$ cat config.mk
export PLATFORM = sky130hd
export DESIGN_NAME = alu_seq_ctrl
export DESIGN_NICKNAME = d
export VERILOG_FILES = /design/src/rtl/alu_seq_ctrl.sv
export SDC_FILE = /design/constraint.sdc
export NUM_CORES = 1
export LEC_CHECK = 0
export BUFFER_PORTS_ARGS = -buffer_cell sky130_fd_sc_hd__clkbuf_2
export CORE_ASPECT_RATIO = 0.75
export CORE_MARGIN = 3
export CORE_UTILIZATION = 35
export CTS_CLUSTER_DIAMETER = 120
export DETAILED_ROUTE_END_ITERATION = 8
export PLACE_DENSITY = 0.65
export SYNTH_ARGS = -nofsm -noshare
export SYNTH_HDL_FRONTEND = slang
export SYNTH_SLANG_ARGS = --single-unit
$ cat constraint.sdc
create_clock -name clk -period 3.3 [get_ports clk]
set_clock_uncertainty 0.1 [all_clocks]
set_input_delay 0.495 -clock clk [delete_from_list [all_inputs] [get_ports clk]]
set_output_delay 0.495 -clock clk [all_outputs]
set_load 0.05 [all_outputs]
$ cat src/rtl/alu_seq_ctrl.sv
// Operand sequencer for the 8-bit ALU: FIFO-buffered operations, one in flight,
// registered result with zero-divisor flag. Optional macro ALU_SEQ_STATS_EN adds op/error counters.
module alu_seq_ctrl #(
    parameter int DEPTH = 4
) (
    input  logic        clk,
    input  logic        rst,
    input  logic        in_valid,
    output logic        in_ready,
    input  logic [7:0]  in_a,
    input  logic [7:0]  in_b,
    input  logic [3:0]  in_cmd,
    output logic [7:0]  alu_a,
    output logic [7:0]  alu_b,
    output logic [3:0]  alu_cmd,
    output logic        alu_en,
    input  logic [15:0] alu_out,
    output logic        res_valid,
    input  logic        res_ready,
    output logic [15:0] res_data,
    output logic [3:0]  res_cmd,
    output logic        res_err
`ifdef ALU_SEQ_STATS_EN
    ,
    output logic [15:0] stat_ops,
    output logic [15:0] stat_errs
`endif
);

    localparam int PW = (DEPTH > 1) ? $clog2(DEPTH) : 1;
    localparam int CW = $clog2(DEPTH + 1);

    localparam logic [3:0] CMD_DIV = 4'b0011;
    localparam logic [3:0] CMD_MOD = 4'b1111;

    typedef enum logic [1:0] {
        IDLE,
        ISSUE,
        CAPTURE,
        RESULT
    } state_t;

    state_t state_reg, state_next;

    // Entry layout: {cmd, a, b}
    logic [19:0]   mem [DEPTH];
    logic [PW-1:0] wr_ptr_reg;
    logic [PW-1:0] rd_ptr_reg;
    logic [CW-1:0] count_reg;

    logic [7:0]  alu_a_reg, alu_b_reg;
    logic [3:0]  alu_cmd_reg;
    logic        alu_en_reg;
    logic        res_valid_reg;
    logic [15:0] res_data_reg;
    logic [3:0]  res_cmd_reg;
    logic        res_err_reg;

    logic push;
    logic pop;
    logic fifo_nonempty;
    logic zero_div;

    assign in_ready      = (count_reg != CW'(DEPTH));
    assign push          = in_valid && in_ready;
    assign fifo_nonempty = (count_reg != '0);
    assign zero_div      = ((alu_cmd_reg == CMD_DIV) || (alu_cmd_reg == CMD_MOD)) && (alu_b_reg == 8'd0);

    always_comb begin
        state_next = state_reg;
        pop        = 1'b0;
        case (state_reg)
            IDLE: begin
                if (fifo_nonempty) begin
                    pop        = 1'b1;
                    state_next = ISSUE;
                end
            end
            ISSUE:   state_next = CAPTURE;
            CAPTURE: state_next = RESULT;
            RESULT: begin
                if (res_ready) begin
                    if (fifo_nonempty) begin
                        pop        = 1'b1;
                        state_next = ISSUE;
                    end else begin
                        state_next = IDLE;
                    end
                end
            end
            default: state_next = IDLE;
        endcase
    end

    always_ff @(posedge clk) begin
        if (rst) begin
            state_reg <= IDLE;
        end else begin
            state_reg <= state_next;
        end
    end

    // Storage carries no reset; emptiness is tracked solely by count_reg.
    always_ff @(posedge clk) begin
        if (push) begin
            mem[wr_ptr_reg] <= {in_cmd, in_a, in_b};
        end
    end

    always_ff @(posedge clk) begin
        if (rst) begin
            wr_ptr_reg <= '0;
            rd_ptr_reg <= '0;
            count_reg  <= '0;
        end else begin
            if (push) begin
                wr_ptr_reg <= wr_ptr_reg + PW'(1);
            end
            if (pop) begin
                rd_ptr_reg <= rd_ptr_reg + PW'(1);
            end
            case ({push, pop})
                2'b10:   count_reg <= count_reg + CW'(1);
                2'b01:   count_reg <= count_reg - CW'(1);
                default: count_reg <= count_reg;
            endcase
        end
    end

    always_ff @(posedge clk) begin
        if (rst) begin
            alu_a_reg     <= '0;
            alu_b_reg     <= '0;
            alu_cmd_reg   <= '0;
            alu_en_reg    <= 1'b0;
            res_valid_reg <= 1'b0;
            res_data_reg  <= '0;
            res_cmd_reg   <= '0;
            res_err_reg   <= 1'b0;
        end else begin
            if (pop) begin
                {alu_cmd_reg, alu_a_reg, alu_b_reg} <= mem[rd_ptr_reg];
            end
            alu_en_reg    <= (state_next == ISSUE) || (state_next == CAPTURE);
            res_valid_reg <= (state_next == RESULT);
            // The ALU bus is undefined for a zero divisor, so it is replaced outright.
            if (state_reg == CAPTURE) begin
                res_data_reg <= zero_div ? 16'hFFFF : alu_out;
                res_cmd_reg  <= alu_cmd_reg;
                res_err_reg  <= zero_div;
            end
        end
    end

`ifdef ALU_SEQ_STATS_EN
    logic [15:0] stat_ops_reg;
    logic [15:0] stat_errs_reg;

    always_ff @(posedge clk) begin
        if (rst) begin
            stat_ops_reg  <= '0;
            stat_errs_reg <= '0;
        end else if (res_valid_reg && res_ready) begin
            if (stat_ops_reg != 16'hFFFF) begin
                stat_ops_reg <= stat_ops_reg + 16'd1;
            end
            if (res_err_reg && (stat_errs_reg != 16'hFFFF)) begin
                stat_errs_reg <= stat_errs_reg + 16'd1;
            end
        end
    end

    assign stat_ops  = stat_ops_reg;
    assign stat_errs = stat_errs_reg;
`endif

    assign alu_a     = alu_a_reg;
    assign alu_b     = alu_b_reg;
    assign alu_cmd   = alu_cmd_reg;
    assign alu_en    = alu_en_reg;
    assign res_valid = res_valid_reg;
    assign res_data  = res_data_reg;
    assign res_cmd   = res_cmd_reg;
    assign res_err   = res_err_reg;

endmodule

==> key figures <==
Clock tree
  – Number of setup buffers added after CTS: 0
  – Post-CTS sizing: 0
  – CTS tree: done
  – Clk sinks: 132
  – H-tree levels: 4
  – Clock transition at the registers of the reported paths: 0.06 ns
  – Root Driver: clkbuf_16
  – Hold-fix buffers, CTS: 0
  – Latest clock arrival within the worst-skew pair: 0.41 ns
  – CTS Buf Count: 17
  – Max Root-Sink Buffers: 2

Final layout
  – Area Growth Syn to Fin: 21.87%
  – Antenna Cells: 0
  – Share of layout cells above drive strength 1: 33.62%
  – Nets: 503
  – Max reg flops: 80
  – Final core utilization: 44.36%
  – Fill count: 1372

Yosys
  – Asr flop ratio synth: 0%
  – Synth warnings: 0
  – Number of synthesized register bits: 132
  – Area share of the largest cell type after synthesis: 44.78%
  – Count leader, synth: edfxtp_1
  – Sequential-to-total area share from yosys stat: 64.18%
  – Number of synthesized flops with an enable pin: 80
  – Post-synth top area cell: edfxtp_1
  – Mapped Cells: 368
  – Syn_area_per_cell: 14.58 sq um
  – List of most frequent post-synthesis cells: edfxtp_1 (80), dfxtp_1 (52), a21oi_1 (26)
  – Yosys cell types: 40
  – Syn nets: 420
  – Main flop type after synthesis: edfxtp_1
  – Synthesized area: 5365 sq um
  – Synth top area cells: edfxtp_1 (45%), dfxtp_1 (19%), mux4_2 (7.1%), o31ai_1 (3.1%), ha_1 (2.6%)

Global routing
  – Met3 GRT Util: 5.164%
  – Global-route wire length before repair: 18.00 mm
  – Largest net degree at the start of global routing: 39
  – Overflow after GRT: 0
  – Met1 GRT Util: 19.02%
  – GR Util met2: 20.97%
  – Global route hottest layer: met2
  – Vias in the first global route: 3284
  – Total track usage: 14.07%
  – Initial antenna violation count: 0

Timing
  – Final Hold Fails: 0
  – Fin crit period: 2.395 ns
  – Worst Max-Slew Pin Slew: 0.8270 ns
  – Fmax: 417.5 MHz
  – Max Slew Vio Count: 0
  – RSZ-0062 raised after global routing: no
  – Final Cycle Share: 72.58%
  – Endpoints failing setup: 0
  – Fin worst setup slack: 0.9049 ns
  – Setup TNS: 0 ns
  – Worst slew margin: 44.87%

Setup path
  – Setup crit start: state_reg[0]
  – Worst setup SP type: register
  – WP data arrival: 2.62 ns
  – WP data required: 3.53 ns
  – Crit path kind: register to register
  – CP max stage cell: dfxtp_1
  – Critical R2R Launch: state_reg[0]
  – Critical path peak fanout: 4
  – CP cell instances: inv_1 -> ha_1 -> a21oi_1 -> nor3_1 -> ha_1 -> fa_1 -> xnor2_1 -> or3_1 -> a21oi_1
  – Element type at the critical path end: register
  – CP max stage delay: 0.39 ns

Power
  – Sw Share: 40.69%
  – Peak VDD IR: 0.4907 mV
  – Clock group share of total power: 27.6%
  – Internal Power: 3.928 mW
  – Net switching power: 2.695 mW
  – Leak: 2.423 nW
  – Logic pwr share: 37.2%
  – Final Power: 6.623 mW
  – Power per cell area: 1013 nW/um^2
  – Flop pwr share: 35.2%

Place
  – Worst slack, placed: 0.9309 ns
  – Routability cong.: 0.7516
  – HPWL after DPL: 7.378 mm
  – IO buf count: 83

Worst hold path
  – Hold Path Class: primary input to register
  – Hold Startpoint: in_a[4]

Route
  – Vias per inst: 5.096
  – Post-DR wirelength/cell: 17.13 um
  – DRT iter0 DRCs: 219
  – Final wirelength: 11.37 mm
  – DR pass1 iterations: 5
  – # DRC: 0
  – Vias: 3384
  – Antenna-violating nets left: 0

Floorplan
  – Die width: 149.0 um
  – Top-Level Pins: 84
  – Die height: 113.2 um
  – Die ar.: 16870 sq um
  – Core region area: 14740 sq um
  – FP Rows: 38
  – Initial Utilization: 36.40%

Job
  – Max_cap viols: 0

Status
  – Run status: finished clean
==> cell type report <==
type                    count  area, sq um  share of cell area [%]
clock buffers              18        429.2                   6.563
clock inverters            14        150.1                   2.296
inverters                  22        82.58                   1.263
multi-input cells         184         1685                   25.78
flip-flops and latches    132         3443                   52.66
well taps                 200        250.2                   3.827
repair buffers             94        498.0                   7.616
==> power by group through the flow <==
| stage | Combinational [mW] | Sequential, mW | Clock, mW |
|---|---|---|---|
| after floorplan | 1.27 | 2.97 | 0 |
| after global placement | 2.43 | 2.35 | 0 |
| after detailed placement | 2.48 | 2.37 | 0 |
| after CTS | 2.49 | 2.34 | 1.87 |
| after global routing | 2.66 | 2.37 | 1.97 |
| final | 2.47 | 2.33 | 1.83 |
==> cell usage in the layout, fill, tap and decap left out, types with 2 or more instances in the layout <==
master / synthesis / layout
clkbuf_2: 0 / 83
edfxtp_1: 80 / 80
dfxtp_1: 52 / 52
a21oi_1: 26 / 26
nor2_1: 24 / 24
inv_1: 22 / 22
o31ai_1: 22 / 22
nand4_1: 20 / 20
mux4_2: 17 / 17
clkbuf_16: 0 / 17
ha_1: 11 / 11
buf_4: 0 / 11
a311oi_2: 9 / 9
a311oi_1: 7 / 7
mux2i_1: 5 / 5
inv_6: 0 / 5
a21o_1: 4 / 4
and3_1: 4 / 4
nor2b_1: 3 / 3
nand2_1: 3 / 3
nand3_1: 3 / 3
mux4_1: 3 / 3
clkinv_2: 0 / 3
clkinvlp_4: 0 / 3
o21ai_0: 2 / 2
nand2b_1: 2 / 2
or3_1: 2 / 2
nor4b_4: 2 / 2
xnor2_1: 2 / 2
bufinv_16: 0 / 2
==> cell families (layout without fill, tap and decap cells) <==
family                   Yosys count  count (layout)  share of synthesized area [%]
AO/OA/AOI/OAI                     75              75                          10.66
XOR/XNOR                           3               3                         0.4898
adder cells (fa/ha/maj)           12              12                          2.938
buffers and inverters             52             148                          4.408
flip-flops                       132             132                          64.18
multiplexers                      25              25                          9.538
AND/OR/NAND/NOR                   69              69                          7.789
==> through the flow <==
step	hold slack, ns	area (sq um)	std cells
2_1_floorplan	0.3854	5365	368
3_3_place_gp	0.3621	5959	632
3_5_place_dp	0.3700	5959	632
4_1_cts	0.1864	6539	664
5_1_grt	0.1834	6539	664
6_report	0.2037	6539	664
==> per-layer routing <==
layer	wire, um	vias to the layer above
met5	0	-
met4	225	0
met3	812	15
met2	5205	126
met1	5129	1645
li1	-	1598
==> final timing paths <==
path	end	slack [ns]	cells past startpoint
setup / recovery	count_reg[2]	0.90	9
hold reg to reg	alu_a[2]	0.37	2
hold / removal	mem[3][12]	0.20	1
setup reg to reg	count_reg[2]	0.90	9
==> worst max-delay path: cells and delay by family (launching register included) <==
kind | cells | cell delay, ns
adder cells (fa/ha/maj) | 3 | 0.84
buffers and inverters | 1 | 0.10
XOR/XNOR | 1 | 0.15
flip-flops | 1 | 0.39
AO/OA/AOI/OAI | 2 | 0.34
AND/OR/NAND/NOR | 2 | 0.39
(Power assumes the default switching activity.)
